===== src/rtl/pwm_timer_mc.sv =====
// Multi-channel PWM timer: NUM_CH outputs share one period counter, run for STOP
// PWM cycles, then hold o_timer_end for END_HOLD clocks (one-shot or continuous).
module pwm_timer_mc #(
  parameter int DATA_W   = 16,
  parameter int NUM_CH   = 2,
  parameter int CYC_W    = 8,
  parameter int ADDR_W   = 2,
  parameter int END_HOLD = 10
) (
  input  logic              i_clk,
  input  logic              i_rst,
  input  logic              i_start,
  input  logic              i_abort,
  input  logic              i_mode,
  input  logic              i_we,
  input  logic [ADDR_W-1:0] i_addr,
  input  logic [DATA_W-1:0] i_wdata,
  input  logic [NUM_CH-1:0] i_pol,
  output logic [NUM_CH-1:0] o_pwm,
  output logic              o_timer_end,
  output logic              o_busy,
  output logic [CYC_W-1:0]  o_cycle_cnt
);

  localparam int HOLD_W = $clog2(END_HOLD + 1);
  localparam logic [HOLD_W-1:0] HOLD_LAST = HOLD_W'(END_HOLD - 1);

  typedef enum logic [1:0] {
    ST_IDLE = 2'd0,
    ST_RUN  = 2'd1,
    ST_HOLD = 2'd2
  } state_t;

  state_t state_r, state_s;

  logic [DATA_W-1:0] period_r, period_sh_r, cnt_r;
  logic [CYC_W-1:0]  stop_r, stop_sh_r, cyc_r, cyc_inc_s;
  logic [DATA_W-1:0] duty_r    [NUM_CH];
  logic [DATA_W-1:0] duty_sh_r [NUM_CH];
  logic [HOLD_W-1:0] hold_r;
  logic              wrap_s, load_s;
  logic [NUM_CH-1:0] cmp_s, pwm_s;

  assign o_cycle_cnt = cyc_r;

  // Register-bus writes; visible to the core one clock after the write strobe.
  always_ff @(posedge i_clk or posedge i_rst) begin
    if (i_rst) begin
      period_r <= {DATA_W{1'b0}};
      stop_r   <= {CYC_W{1'b0}};
      for (int k = 0; k < NUM_CH; k++) duty_r[k] <= {DATA_W{1'b0}};
    end else if (i_we) begin
      if (i_addr == ADDR_W'(0)) begin
        period_r <= i_wdata;
      end else if (i_addr == ADDR_W'(1)) begin
        stop_r <= i_wdata[CYC_W-1:0];
      end else begin
        for (int k = 0; k < NUM_CH; k++) begin
          if (i_addr == ADDR_W'(k + 2)) duty_r[k] <= i_wdata;
        end
      end
    end
  end

  // Next-state decode; abort overrides every other transition.
  always_comb begin
    state_s   = state_r;
    load_s    = 1'b0;
    wrap_s    = (cnt_r == (period_sh_r - DATA_W'(1)));
    cyc_inc_s = cyc_r + CYC_W'(1);
    if (i_abort) begin
      state_s = ST_IDLE;
    end else begin
      case (state_r)
        ST_IDLE: begin
          if (i_start && (period_r != {DATA_W{1'b0}})) begin
            state_s = ST_RUN;
            load_s  = 1'b1;
          end else begin
            state_s = ST_IDLE;
          end
        end
        ST_RUN: begin
          if (wrap_s && (stop_sh_r != {CYC_W{1'b0}}) && (cyc_inc_s == stop_sh_r)) state_s = ST_HOLD;
          else state_s = ST_RUN;
        end
        ST_HOLD: begin
          // A zero period at restart would never wrap, so fall back to IDLE instead.
          if (hold_r == HOLD_LAST) begin
            if (i_mode && (period_r != {DATA_W{1'b0}})) begin
              state_s = ST_RUN;
              load_s  = 1'b1;
            end else begin
              state_s = ST_IDLE;
            end
          end else begin
            state_s = ST_HOLD;
          end
        end
        default: state_s = ST_IDLE;
      endcase
    end
  end

  // Channel compare; outputs idle at the inactive level outside RUN.
  always_comb begin
    cmp_s = {NUM_CH{1'b0}};
    for (int k = 0; k < NUM_CH; k++) cmp_s[k] = (cnt_r >= duty_sh_r[k]);
    if ((state_r == ST_RUN) && !i_abort) pwm_s = cmp_s ^ i_pol;
    else pwm_s = i_pol;
  end

  // State register.
  always_ff @(posedge i_clk or posedge i_rst) begin
    if (i_rst) state_r <= ST_IDLE;
    else       state_r <= state_s;
  end

  // Counters, shadows and registered outputs.
  always_ff @(posedge i_clk or posedge i_rst) begin
    if (i_rst) begin
      cnt_r       <= {DATA_W{1'b0}};
      cyc_r       <= {CYC_W{1'b0}};
      hold_r      <= {HOLD_W{1'b0}};
      period_sh_r <= {DATA_W{1'b0}};
      stop_sh_r   <= {CYC_W{1'b0}};
      for (int k = 0; k < NUM_CH; k++) duty_sh_r[k] <= {DATA_W{1'b0}};
      o_pwm       <= {NUM_CH{1'b0}};
      o_timer_end <= 1'b0;
      o_busy      <= 1'b0;
    end else begin
      if (i_abort) begin
        cnt_r  <= {DATA_W{1'b0}};
        cyc_r  <= {CYC_W{1'b0}};
        hold_r <= {HOLD_W{1'b0}};
      end else if (load_s) begin
        cnt_r       <= {DATA_W{1'b0}};
        cyc_r       <= {CYC_W{1'b0}};
        hold_r      <= {HOLD_W{1'b0}};
        period_sh_r <= period_r;
        stop_sh_r   <= stop_r;
        for (int k = 0; k < NUM_CH; k++) duty_sh_r[k] <= duty_r[k];
      end else if (state_r == ST_RUN) begin
        hold_r <= {HOLD_W{1'b0}};
        if (wrap_s) begin
          cnt_r <= {DATA_W{1'b0}};
          cyc_r <= cyc_inc_s;
          for (int k = 0; k < NUM_CH; k++) duty_sh_r[k] <= duty_r[k];
        end else begin
          cnt_r <= cnt_r + DATA_W'(1);
        end
      end else if (state_r == ST_HOLD) begin
        hold_r <= hold_r + HOLD_W'(1);
      end
      o_pwm       <= pwm_s;
      o_timer_end <= (state_s == ST_HOLD);
      o_busy      <= (state_s != ST_IDLE);
    end
  end

endmodule


===== config.mk =====
export PLATFORM = sky130hd
export DESIGN_NAME = pwm_timer_mc
export DESIGN_NICKNAME = d
export VERILOG_FILES = /design/src/rtl/pwm_timer_mc.sv
export SDC_FILE = /design/constraint.sdc
export NUM_CORES = 1
export LEC_CHECK = 0
export CAP_MARGIN = 20
export CORE_MARGIN = 10
export CORE_UTILIZATION = 60
export DETAILED_ROUTE_END_ITERATION = 10
export MAX_ROUTING_LAYER = met4
export PLACE_DENSITY = 0.82
export SLEW_MARGIN = 20
export SYNTH_ARGS = -nofsm -noshare
export SYNTH_HDL_FRONTEND = slang
export SYNTH_SLANG_ARGS = --single-unit

===== constraint.sdc =====
create_clock -name i_clk -period 9.95 [get_ports i_clk]
set_clock_uncertainty 0.15 [all_clocks]
set_input_delay 2.985 -clock i_clk [delete_from_list [all_inputs] [get_ports i_clk]]
set_output_delay 2.985 -clock i_clk [all_outputs]
set_load 0.05 [all_outputs]

==> metrics.md <==
| Metric | Value |
|---|---|
| Slew HR | `0.3132` |
| Fin. Hold Viols | `0` |
| Drt wl/cell | `19.82 um` |
| DR vias | `5344` |
| Synthesis-to-finish area growth | `14.86%` |
| Fin area | `8773 um^2` |
| RSZ-0062 raised after global routing | `false` |
| Syn Nets | `723` |
| Placed inst area | `8162 um^2` |
| Finish-stage setup viols | `0` |
| Full die area | `17640 um^2` |
| Reg clk slew, reported paths | `60 ps` |
| Area leader, netlist | `dfrtp_1` |
| Post-detail-place hpwl | `12400 um` |
| Largest net degree at the start of global routing | `95` |
| Average size of a mapped cell | `11.64 um^2` |
| Critical-path maximum fanout | `32` |
| Synth top cells by count | `146 x dfrtp_1, 111 x mux2_2, 43 x inv_1` |
| Final critical-path required period | `5312 ps` |
| First drt pass iteration count | `4` |
| Buffers on Ports | `37` |
| Ys async rst share | `1.000` |
| CP Launch Type | `input pin` |
| Clk root buf | `clkbuf_16` |
| Syn Inst Count | `656` |
| Final core utilization | `0.6981` |
| Fin crit share | `0.5339` |
| CP peak stage delay | `620 ps` |
| Final Net Count | `762` |
| Type of the worst setup path | `in2reg` |
| H-tree Lvls | `4` |
| Crit end category | `register` |
| Place WS | `4213 ps` |
| Setup Fix Bufs, Post-CTS | `0` |
| Total Negative Setup Slacks | `0 ps` |
| CTS buffer count | `17` |
| Finished Layout Cells | `880` |
| Register area | `3654 um^2` |
| Post-synth cell types | `59` |
| Multi-input combinational cell area | `3726 um^2` |
| Die span in x | `132.8 um` |
| Crit path required time | `10100 ps` |
| Ant. Diodes | `0` |
| CTS Sinks | `146` |
| CTS tree | `done` |
| Io pins | `38` |
| Routed wire length | `17440 um` |
| Worst-Margin Slew | `1027 ps` |
| Mapped Area | `7639 um^2` |
| Std-Cell Rows | `41` |
| Setup WS post-layout | `4638 ps` |
| Initial core utilization | `0.6078` |
| Fmax | `188.2 MHz` |
| Initial antenna violation count | `0` |
| # fillers | `876` |
| VDD IR-drop max | `0.0001541 V` |
| Fin. max-slew vios | `0` |
| Placed cells | `848` |
| Resize count post-CTS | `0` |
| Worst path arrival time | `5460 ps` |
| Gr ovfl total | `0` |
| Via/cell ratio | `6.073` |
| Reg-to-reg slack, setup | `6200 ps` |
| Pwr/cell area | `214.0 nW/um^2` |
| Post-route ant nets | `0` |
| Count leader, synth | `dfrtp_1` |
| Register area share after synthesis | `0.4783` |
| First-pass GRT wire length | `29100 um` |
| Outcome | `complete, no violations` |
| Number of global-route vias before repair | `5725` |
| Synth top area share | `0.4783` |
| Tot GR Track Use | `0.2097` |
| Prevailing post-synth register cell | `dfrtp_1` |
| Remaining DRCs | `0` |
| Largest cells by area after synthesis | `dfrtp_1 48%, mux2_2 16%, ha_1 6.7%` |
| CP bufs+invs | `2` |
| DR iter-0 viols | `400` |
| Crit path cell chain | `clkdlybuf4s50_1 -> a32o_1 -> nand2_1 -> nor2_4 -> a41o_1 -> buf_4 -> mux2_2` |
| Max Cap Viol | `0` |
| Clk Latency, worst-skew pair | `420 ps` |
| Die Y-Extent | `132.8 um` |
| CTS Hold Bufs | `0` |
| Routability Congestion | `0.9042` |
| Number of synthesized flops with an enable pin | `0` |
| CTS Buffer Depth | `2` |
| Family with the most delay on the worst path | `buffers and inverters` |
| Worst path slowest cell | `nor2_4` |
| Min-delay worst type | `reg2reg` |
| Share of layout cells above drive strength 1 | `0.2274` |
| Core Area | `12570 um^2` |
| Leak | `3.821 nW` |
| Yosys Warn Count | `0` |
| Seq cells post-synth | `146` |
==> power breakdown <==
part | switching [W] | internal [W] | total (W)
combinational | 0.000191 | 0.000205 | 0.000396
sequential | 0.000113 | 0.000716 | 0.000829
clock | 0.000245 | 0.000407 | 0.000653
==> sequential cells by signal, summed over array words and instances, names as in the netlist <==
name         flops
duty_sh_r       32
stop_sh_r        8
o_cycle_cnt      8
duty_r          32
period_r        16
o_timer_end      1
stop_r           8
cnt_r           16
o_pwm            2
period_sh_r     16
o_busy           1
hold_r           4
state_r          2
==> area by class of cell <==
class | instances | area share
sequential | 146 | 0.4164
multi-input combinational | 446 | 0.4247
clock inverter | 12 | 0.01768
timing repair buffer | 41 | 0.04564
clock buffer | 20 | 0.05205
tap | 172 | 0.02453
inverter | 43 | 0.01897
==> layer usage <==
metal | vias to the layer above | global-route usage | part of all wire
li1 | 2444 | - | -
met1 | 2713 | 0.2517 | 0.42
met2 | 151 | 0.3373 | 0.50
met3 | 36 | 0.04391 | 0.054
met4 | 0 | 0.08741 | 0.023
met5 | - | - | 0
==> cell usage in the layout (no fill, tap or decap), types with 3 or more instances in the layout <==
cell type	synthesis	final
dfrtp_1	146	146
mux2_2	111	111
inv_1	43	42
ha_1	41	41
clkdlybuf4s50_1	0	37
xnor2_1	28	28
nor2_1	26	25
nand3_1	22	22
nand2_1	22	22
a21oi_1	21	21
xor2_1	20	20
clkbuf_16	0	17
nor3_1	15	15
a21o_1	14	14
nor4_1	13	13
o21ai_0	12	12
nand4_1	11	11
and3_1	7	7
and2_1	6	6
or3_1	6	6
o2111ai_1	5	5
nand2b_1	5	5
a211oi_1	5	5
clkinvlp_4	0	5
mux2i_1	4	4
nor3b_1	5	4
o31ai_1	4	4
buf_4	2	4
a2111oi_0	3	3
bufinv_16	0	3
==> kinds of logic (layout without fill, tap and decap cells) <==
group           count (synthesis)  count (layout)  synth area share
xor+xnor                       48              48           0.05504
buf+inv                        64             116           0.03554
compound gates                 82              82           0.07469
mux                           115             115            0.1689
simple gates                  160             160            0.1204
fa+ha+maj                      41              41           0.06716
flops                         146             146            0.4783
==> metrics by stage <==
stage,power (W),hold WS [ps]
after floorplan,0.001111,317.9
after global placement,0.001190,329.8
after detailed placement,0.001224,338.1
after CTS,0.001887,353.9
after global routing,0.001970,364.9
final,0.001877,351.0
==> path summary, 6_finish.rpt <==
| kind | cells after the start | to | start |
|---|---|---|---|
| worst max-delay path | 7 | duty_sh_r[25] | i_mode |
| max in group asynchronous | 3 | period_sh_r[12] | i_rst |
| worst min-delay path | 1 | duty_r[5] | duty_r[5] |
| worst max register to register | 9 | o_cycle_cnt[5] | period_sh_r[0] |
| worst min register to register | 1 | duty_r[5] | duty_r[5] |
| min in group asynchronous | 2 | duty_r[18] | i_rst |
(Power assumes the default switching activity.)
